--- src/rtl/iir_section2_inverse.sv ---
// iir_section2_inverse
//   Inverse FIR equaliser of the second-order IIR section:
//     y[n] = B0*x[n] + B1*x[n-1] + B2*x[n-2]
//   One shared 11x13 multiplier is time-multiplexed over three MAC states.
//   Samples and results are signed Q1.10. Coefficients are signed Q3.10.
//
//   Optional build macro IIR_INV_ROUND_EN:
//     defined     -> scale() rounds half up: (acc + 512) >>> 10
//     not defined -> scale() truncates toward -infinity: acc >>> 10
//   Saturation to 11 bits is applied after scaling in both builds.
//
// Ports
//   clk      in   1   clock, rising edge
//   rst      in   1   synchronous reset, active-high
//   x        in   11  input sample, signed Q1.10
//   x_valid  in   1   x is valid this cycle
//   x_ready  out  1   block can accept x this cycle (decoded from state)
//   y        out  11  output sample, signed Q1.10, held until next result
//   y_valid  out  1   one-cycle pulse when y updates
module iir_section2_inverse #(
  parameter logic signed [12:0] B0 = 13'sd1024,
  parameter logic signed [12:0] B1 = -13'sd1434,
  parameter logic signed [12:0] B2 = 13'sd614
) (
  input  logic               clk,
  input  logic               rst,
  input  logic signed [10:0] x,
  input  logic               x_valid,
  output logic               x_ready,
  output logic signed [10:0] y,
  output logic               y_valid
);

  localparam int unsigned XW = 11;
  localparam int unsigned CW = 13;
  localparam int unsigned PW = 24;
  localparam int unsigned AW = 26;
  localparam int unsigned SH = 10;

  localparam logic signed [AW-1:0] Y_MAX = 26'sd1023;
  localparam logic signed [AW-1:0] Y_MIN = -26'sd1024;

  typedef enum logic [2:0] {
    IDLE = 3'd0,
    MAC0 = 3'd1,
    MAC1 = 3'd2,
    MAC2 = 3'd3,
    OUT  = 3'd4
  } state_t;

  state_t state;

  logic signed [XW-1:0] xs;
  logic signed [XW-1:0] d1;
  logic signed [XW-1:0] d2;
  logic signed [AW-1:0] acc;

  logic signed [CW-1:0] coef;
  logic signed [XW-1:0] samp;
  logic signed [PW-1:0] prod;
  logic signed [AW-1:0] biased;
  logic signed [AW-1:0] scaled;
  logic signed [XW-1:0] y_sat;

  assign x_ready = (state == IDLE);

  // Operand select for the shared multiplier, one tap per MAC state.
  always_comb begin
    coef = B0;
    samp = xs;
    case (state)
      MAC1: begin
        coef = B1;
        samp = d1;
      end
      MAC2: begin
        coef = B2;
        samp = d2;
      end
      default: begin
        coef = B0;
        samp = xs;
      end
    endcase
    prod = PW'(coef) * PW'(samp);
  end

  // Scale back to Q1.10 and clamp so no wrap-around reaches y.
  always_comb begin
`ifdef IIR_INV_ROUND_EN
    biased = acc + 26'sd512;
`else
    biased = acc;
`endif
    scaled = biased >>> SH;
    if (scaled > Y_MAX) begin
      y_sat = 11'sd1023;
    end else if (scaled < Y_MIN) begin
      y_sat = -11'sd1024;
    end else begin
      y_sat = scaled[XW-1:0];
    end
  end

  // Sequencer: IDLE -> MAC0 -> MAC1 -> MAC2 -> OUT -> IDLE.
  always_ff @(posedge clk) begin
    if (rst) begin
      state   <= IDLE;
      xs      <= '0;
      d1      <= '0;
      d2      <= '0;
      acc     <= '0;
      y       <= '0;
      y_valid <= 1'b0;
    end else begin
      y_valid <= 1'b0;
      case (state)
        IDLE: begin
          if (x_valid) begin
            xs    <= x;
            acc   <= '0;
            state <= MAC0;
          end
        end
        MAC0: begin
          acc   <= acc + AW'(prod);
          state <= MAC1;
        end
        MAC1: begin
          acc   <= acc + AW'(prod);
          state <= MAC2;
        end
        MAC2: begin
          acc   <= acc + AW'(prod);
          state <= OUT;
        end
        OUT: begin
          y       <= y_sat;
          y_valid <= 1'b1;
          d2      <= d1;
          d1      <= xs;
          state   <= IDLE;
        end
        default: begin
          state <= IDLE;
        end
      endcase
    end
  end

endmodule
--- config.mk ---
export PLATFORM = sky130hd
export DESIGN_NAME = iir_section2_inverse
export DESIGN_NICKNAME = d
export VERILOG_FILES = /design/src/rtl/iir_section2_inverse.sv
export SDC_FILE = /design/constraint.sdc
export NUM_CORES = 1
export LEC_CHECK = 0
export ABC_AREA = 1
export CORE_UTILIZATION = 50
export CTS_CLUSTER_DIAMETER = 150
export CTS_CLUSTER_SIZE = 28
export DETAILED_ROUTE_END_ITERATION = 10
export GPL_TIMING_DRIVEN = 0
export PLACE_DENSITY = 0.67
export SKIP_LAST_GASP = 1
export SLEW_MARGIN = 25
export SYNTH_ARGS = -nofsm -noshare
export SYNTH_HDL_FRONTEND = slang
export SYNTH_SLANG_ARGS = --single-unit
--- constraint.sdc ---
create_clock -name clk -period 12.7 [get_ports clk]
set_clock_uncertainty 0.1 [all_clocks]
set_input_delay 3.81 -clock clk [delete_from_list [all_inputs] [get_ports clk]]
set_output_delay 3.81 -clock clk [all_outputs]
set_load 0.01 [all_outputs]
Yosys cells after proc, flatten, opt, wreduce, memory -nomap -nowiden:

Index checks and enable logic that the tools add are counted.

* register bits: 74
* bits of input ports: 14
* logic and storage cells: 30
* output and inout port bits: 13

* add/sub/neg operators: 1
* $lt $le $gt $ge: 2
* reductions and logical operators: 5
* multiplexer cells: 9
* $mul: 1
* equal/unequal tests: 5

Operator list (count)
* $pmux W26 S2: 1
* $add A26 B24 Y26: 1
* $mux W26: 1
* $pmux W13 S2: 1
* $mul A13 B11 Y24: 1
* $mux W11: 2
* $pmux W11 S2: 1
* $gt A16 B11 Y1 const B: 1
* $lt A16 B11 Y1 const B: 1
* $pmux W3 S4: 1
* $eq A3 B2 Y1 const B: 2
* $reduce_and A2 Y1: 2
* $eq A3 B1 Y1 const B: 1
* $eq A3 B3 Y1 const B: 1
* $logic_not A3 Y1: 1
* $mux W3: 1
* $reduce_or A3 Y1: 1
* $ne A2 B2 Y1 const B: 1
* $reduce_bool A2 Y1: 1
* $mux W1: 1

Logic depth before layout (Yosys ltp):

Gate-level depths: netlist of run 1.

* depth after elaboration: 5
* gate-level depth with buffers: 31
* depth with buffers taken out: 30

Least setup slack after synthesis of run 1:

Ideal clock, no wire load.

* path kind: register to register
* start point: reg state[1]
* end point: reg acc[25]
* buffers on the path: 0
* cell stages (with the launch flop): 27
* library setup time: 0.070 ns
* arrival: 5.571 ns
* required time: 12.530 ns
* period minus slack after synthesis: 5.742 ns
* setup slack: 6.958 ns
* cell sequence: dfxtp_1 -> inv_2 -> nor2_4 -> inv_4 -> nor2_4 -> inv_2 -> nor2_1 -> inv_1 -> fa_1 -> inv_1 -> ha_1 -> fa_1 -> fa_1 -> inv_1 -> fa_1 -> inv_1 -> ha_1 -> inv_1 -> nor3_1 -> nand2_1 -> nor2_1 -> nand2_1 -> inv_1 -> nor2_1 -> nand2_1 -> nand3_1 -> a21oi_1

* longest elaborated chain between the ends: 5
* elaborated cells between the ends (all ways): 13
* those cells by class: 1 x add/sub; 1 x mul; 4 x eq/ne; 3 x mux; 4 x reduce/logical

RTL lines
* start: declaration: line 51 `state_t state;`
* start signal: assignment: line 108 `state <= IDLE;`
* start signal: assignment: line 122 `state <= MAC0;`
* start signal: assignment: line 127 `state <= MAC1;`
* $eq A3 B2 Y1: line 71, 117
* $pmux W11 S2 or $pmux W13 S2 (tied branches): line 71 `case (state)`
* $mul A13 B11 Y24: line 85 `prod = PW'(coef) * PW'(samp);`
* $add A26 B24 Y26: line 126, 130, 134
* $pmux W26 S2: line 117 `case (state)`
* end signal: assignment: line 126 `acc <= acc + AW'(prod);`
* end signal: assignment: line 130 `acc <= acc + AW'(prod);`
* end signal: assignment: line 134 `acc <= acc + AW'(prod);`
* end: declaration: line 56 `logic signed [AW-1:0] acc;`

Parallel ways exist; a longest one is shown, timed or not.
A chain may end at the register's enable or synchronous reset.

Worst setup path in the final report of run 1:

* start point: reg state[2]
* end point: reg acc[25]

Same word-level chain as after synthesis.

==> metrics.txt, run 1 <==
hold violation total from the final report 0; register area 1460 um2; # hold bufs at CTS 0; Vert. Die Dim 128 um; tightest hold margin ~0.36 ns; area of the mapped netlist between 7000 and 8000 um2; leakage power summed over all cells between 4 and 5 nW; Total Wirelength between 15 and 20 mm; initial cell density of the core 0.517; clock tree buffer depth 2; number of global-route vias before repair roughly 6,200; wire per inst between 15 and 20 um; total power divided by cell area 103 nW/um2; I/O pin cnt 27; power consumption 0.903 mW; Antenna Cells 0; ratio of final minimum period to clock period 0.490; Root Buffer Master clkbuf_16; final critical-path required period 6.22 ns; ratio of cells with drive above 1 in the final layout 0.0573; class of the most critical setup path reg2reg; post-route ant nets 0; dpl ws approximately 6.5 ns; pin count of the biggest net entering global routing 16; most common cell after layout, fill and taps aside inv_1; TritonCTS clock tree built; Synth warnings 0; Routability Congestion approximately 0.91; library cells used by synthesis 38; hold crit path type reg2reg; Post-Syn Nets approximately 1,200; number of buffers inserted during clock tree synthesis 9; data required time at the worst endpoint about 13 ns; prevailing post-synth register cell dfxtp_1; Congestion Overflow GR 0; number of sinks on the clock net between 70 and 80; Clk pin slew, worst setup/hold paths roughly 0.06 ns; transition time at the pin with the least slew margin roughly 1.1 ns; TritonRoute pass-1 iters 7; number of synthesized flops with an enable pin 0; maximum level of the CTS H-tree 3; most used cells in the layout excluding fill and tap cells inv_1, nand2_1, fa_1, ha_1, dfxtp_1; antenna violations before repair 0; area taken by multi-input logic gates between 5000 and 6000 um2; Skew-Pair Late Insertion Delay around 0.35 ns; wire length of the first global-routing pass about 32 mm; Port Buffer Count 25; WP data arrival 6.39 ns; worst voltage drop across the vdd grid 0.0827 mV; sequential area share after synthesis 0.185; placeable core region between 15,000 and 20,000 um2; run status finished, final reports clean; number of nets in the layout 1,231; Vias per Instance approximately 5.0; Critical Path Source Type flip-flop; maximum clock frequency between 150 and 200 MHz; number of design rule violations left after detail routing 0; RSZ-0062 raised after global routing no; maximum fanout along the worst path 10; Mean Syn Cell Area 8.02 um2; First DRT Iteration DRCs between 400 and 500; global-route usage over all layers 0.255; number of rows created at floorplan 45; post-DP HPWL 15.8 mm; register bit total from synthesis 73; Resized cells post-CTS 0; floorplan die width about 130 um; filler cell count about 1,500; final count of pins violating max slew 0; aggregate negative setup slack 0 ns; cells after synthesis between 900 and 1,000; Total Die Area around 16,000 um2; number of setup buffers added after CTS 0; overall via count from detail_route slightly above 6,000; number of max-cap violations 0; tightest slew margin relative to the limit 0.292; synthesis-to-finish area growth 10.4%; fraction of registers with async set/reset 0; Final setup viols 0; sort of element at the end of the critical path flip-flop; worst setup slack after layout 6.48 ns
==> per-stage QoR <==
| stage | utilization | cell area, um2 | std cells |
|---|---|---|---|
| finish | 0.571 | 8740 | 1241 |
| global route | 0.571 | 8740 | 1241 |
| CTS | 0.571 | 8740 | 1241 |
| detailed placement | 0.552 | 8450 | 1225 |
| global placement | 0.551 | 8430 | 1224 |
| floorplan | - | 7920 | 988 |
==> layout make-up <==
cell class              count  share of cell area
plain buffers              25              0.0136
clock inverters             7             0.00730
clock buffers               9              0.0258
flip-flops and latches     73               0.167
multi-input cells         636               0.617
well taps                 211              0.0302
repair buffers             26              0.0299
inverters                 254               0.109
==> sequential cells by signal, indices dropped and copies added (netlist names) <==
name and count:
acc 25, d1 11, d2 11, xs 11
y 11, state 3, y_valid 1
==> final timing paths <==
path                                             from  slack (ns)  depth (start not counted)                    to
worst max-delay path            state[2]$_SDFFE_PP0P_        6.48                         26  acc[25]$_SDFFE_PP0P_
worst min-delay path             acc[24]$_SDFFE_PP0P_        0.36                          2  acc[24]$_SDFFE_PP0P_
worst max register to register  state[2]$_SDFFE_PP0P_        6.48                         26  acc[25]$_SDFFE_PP0P_
worst min register to register   acc[24]$_SDFFE_PP0P_        0.36                          2  acc[24]$_SDFFE_PP0P_
==> metal layers <==
layer,share of wire,GRT usage,vias up
met5,0,0,-
li1,-,-,3106
met4,0.019,0.0713,0
met3,0.046,0.0313,31
met2,0.48,0.425,158
met1,0.46,0.350,2910
==> critical path, cell delays in order (launching register included) <==
cell and delay, ns:
dfxtp_1 0.49, nor2_4 0.11, inv_4 0.12, nor2_4 0.05
inv_2 0.13, buf_6 0.19, nor2_2 0.07, fa_1 0.64
inv_1 0.15, fa_1 0.74, inv_1 0.10, fa_1 0.60
inv_1 0.09, fa_1 0.51, fa_1 0.56, inv_1 0.04
ha_1 0.40, inv_1 0.09, nor3_1 0.26, nand2_1 0.12
nor2_1 0.10, nand2_1 0.07, inv_1 0.06, nor2_1 0.04
nand2_1 0.06, nand3_1 0.12, a21oi_1 0.15
==> power by group <==
part	total, mW	internal [mW]	switching (mW)
Sequential	0.263	0.245	0.0179
Combinational	0.387	0.139	0.249
Clock	0.252	0.136	0.116
==> cell families after synthesis <==
kind of cell,Yosys count,synth area share
fa+ha+maj,192,0.407
flops,73,0.185
buf+inv,279,0.136
other cells,1,0.000474
compound gates,134,0.100
simple gates,304,0.167
xor+xnor,5,0.00553
==> synthesized netlist by cell type (2+ instances only) <==
| cell | count | share of area |
|---|---|---|
| o22ai_1 | 3 | 0.0024 |
| inv_1 | 245 | 0.12 |
| xor2_1 | 2 | 0.0022 |
| a211oi_1 | 34 | 0.032 |
| clkbuf_1 | 14 | 0.0066 |
| buf_4 | 2 | 0.0019 |
| a21oi_1 | 63 | 0.040 |
| nor3_1 | 3 | 0.0019 |
| nand4_1 | 9 | 0.0071 |
| ha_1 | 83 | 0.13 |
| xnor2_1 | 3 | 0.0033 |
| buf_2 | 7 | 0.0044 |
| dfxtp_1 | 73 | 0.18 |
| o21ai_1 | 5 | 0.0032 |
| nor2_1 | 74 | 0.035 |
| fa_1 | 109 | 0.28 |
| nand3b_1 | 6 | 0.0057 |
| inv_2 | 8 | 0.0038 |
| nor2_2 | 5 | 0.0040 |
| or2_2 | 3 | 0.0024 |
| nor2_4 | 6 | 0.0085 |
| o21bai_1 | 2 | 0.0019 |
| nand3_1 | 37 | 0.023 |
| o21ai_0 | 20 | 0.013 |
| nand2_1 | 159 | 0.075 |
(Power assumes the default switching activity.)
==> run 2: changes to the inputs <==
==> constraint.sdc (replaced) <==
create_clock -name clk -period 5.9 [get_ports clk]
set_clock_uncertainty 0.1 [all_clocks]
set_input_delay 1.77 -clock clk [delete_from_list [all_inputs] [get_ports clk]]
set_output_delay 1.77 -clock clk [all_outputs]
set_load 0.01 [all_outputs]
==> metrics.txt, run 2 (same netlist as run 1, synthesis figures left out) <==
worst setup slack after layout 0.209 ns (-6.27 ns); most frequent CP cell nand2_1; number of sinks on the clock net 73 (unchanged); most common cell after layout, fill and taps aside inv_1; number of max-cap violations 0 (unchanged); antenna violations before repair 0 (unchanged); overall via count from detail_route 6,335 (+2.1%); post-DP HPWL 15.8 mm (unchanged); wire per inst 15.5 um (+1.6%); largest delay contributor family on the critical path adder cells; Root Buffer Master clkbuf_16; Routability Congestion 0.907 (unchanged); hold violation total from the final report 0 (unchanged); met2 Resource Use GR 0.430 (+0.00480); tightest hold margin 0.362 ns (-0.000233 ns); tightest slew margin relative to the limit 0.553 (+0.260); TritonCTS clock tree built; placeable core region 15,300 um2 (unchanged); Antenna Cells 0 (unchanged); Total Die Area 16,300 um2 (unchanged); Total Wirelength 19.4 mm (+2.8%); Congestion Overflow GR 0 (unchanged); I/O pin cnt 27 (unchanged); largest incremental delay on the critical path 0.58 ns (-0.16 ns); First DRT Iteration DRCs 508 (+14%); Port Buffer Count 25 (unchanged); wire length of the first global-routing pass 32.1 mm (+0.59%); number of buffers inserted during clock tree synthesis 9 (unchanged); ratio of final minimum period to clock period 0.965 (+0.475); number of rows created at floorplan 45 (unchanged); GRT met1 Usage 0.350 (unchanged); maximum level of the CTS H-tree 3 (unchanged); met3 layer usage reported by global route 0.0313 (unchanged); transition time at the pin with the least slew margin 0.671 ns (-0.384 ns); Critical Path Source Type flip-flop; number of design rule violations left after detail routing 0 (unchanged); number of nets in the layout 1,246 (+1.2%); most used cells in the layout excluding fill and tap cells inv_1, nand2_1, fa_1, ha_1, dfxtp_1; synthesis-to-finish area growth 14.8%; RSZ-0062 raised after global routing yes; global-route usage over all layers 0.256 (+0.00136); sort of element at the end of the critical path flip-flop; aggregate negative setup slack 0 ns (unchanged); floorplan die width 128 um (unchanged); ratio of cells with drive above 1 in the final layout 0.104 (+0.0470); number of buffers and inverters on the critical path 6 (-3); total power divided by cell area 220 nW/um2 (+110%); Critical-path top delay cell fa_1; Vias per Instance 5.04 (+0.88%); TritonRoute pass-1 iters 5 (-2); power consumption 2.00 mW (+120%); maximum fanout along the worst path 5 (-5); run status finished, final reports clean; final count of pins violating max slew 0 (unchanged); class of the most critical setup path reg2reg; dpl ws -0.308 ns (-6.80 ns); maximum clock frequency 176 MHz (+9.3%); number of flip-flops under the largest register name 25 (unchanged); most used routing layer in global routing met2; final critical-path required period 5.69 ns (-0.532 ns); post-route ant nets 0 (unchanged); clock tree buffer depth 2 (unchanged); share of the core filled with cells in the final layout 0.594 (+0.0229); Skew-Pair Late Insertion Delay 0.35 ns (about the same); Vert. Die Dim 128 um (unchanged); Clk pin slew, worst setup/hold paths 0.06 ns (about the same); worst voltage drop across the vdd grid 0.177 mV (+110%); WP data arrival 5.79 ns (-0.60 ns); leakage power summed over all cells 4.50 nW (+1.8%); pin count of the biggest net entering global routing 16 (unchanged); initial cell density of the core 0.517 (unchanged); data required time at the worst endpoint 6.00 ns (-6.87 ns); Final setup viols 0 (unchanged); number of global-route vias before repair 6,282 (+0.54%); top register by number of flip-flops acc; hold crit path type reg2reg
## run 2: final cells by class
type | count | area [um2]
Fill cell | 1409 | 6220
Multi-Input combinational cell | 636 | 5580
Sequential cell | 73 | 1470
Inverter | 254 | 963
Timing Repair Buffer | 41 | 399
Tap cell | 211 | 264
Clock buffer | 9 | 225
Buffer | 25 | 128
Clock inverter | 7 | 63.8
## run 2: timing repair
item,4_1_cts,5_1_grt
buffers inserted,1,14
hold buffers,0,0
endpoints found under the setup margin,7,16
gates resized for setup,16,40
pin swaps,2,12
## run 2: routing by layer
| layer | vias up | wire (um) |
|---|---|---|
| li1 | 3142 | - |
| met1 | 2991 | 8870 |
| met2 | 161 | 9340 |
| met3 | 41 | 772 |
| met4 | 0 | 442 |
| met5 | - | 0 |
## run 2: report_power, final
group	internal [mW]	total, mW	switching, mW
sequential	0.528	0.567	0.0388
combinational	0.336	0.897	0.560
clock	0.294	0.539	0.246
## run 2: path summary, 6_finish.rpt
kind	startpoint	slack [ns]	to	cells after the start
hold / removal	acc[24]$_SDFFE_PP0P_	0.36	acc[24]$_SDFFE_PP0P_	2
hold reg to reg	acc[24]$_SDFFE_PP0P_	0.36	acc[24]$_SDFFE_PP0P_	2
setup / recovery	state[1]$_SDFFE_PP0P_	0.21	acc[25]$_SDFFE_PP0P_	26
setup reg to reg	state[1]$_SDFFE_PP0P_	0.21	acc[25]$_SDFFE_PP0P_	26
## run 2: per-stage QoR
step / std cells / instance area (um2)
after detailed placement: 1225 / 8450
after CTS: 1242 / 8790
after global placement: 1224 / 8430
after global routing: 1256 / 9090
after floorplan: 988 / 7920
final: 1256 / 9090
## run 2: tightest hold or removal path, stage by stage (launching register included)
cell     delay (ns)
dfxtp_1        0.31
nand2_1        0.06
a21oi_1        0.05
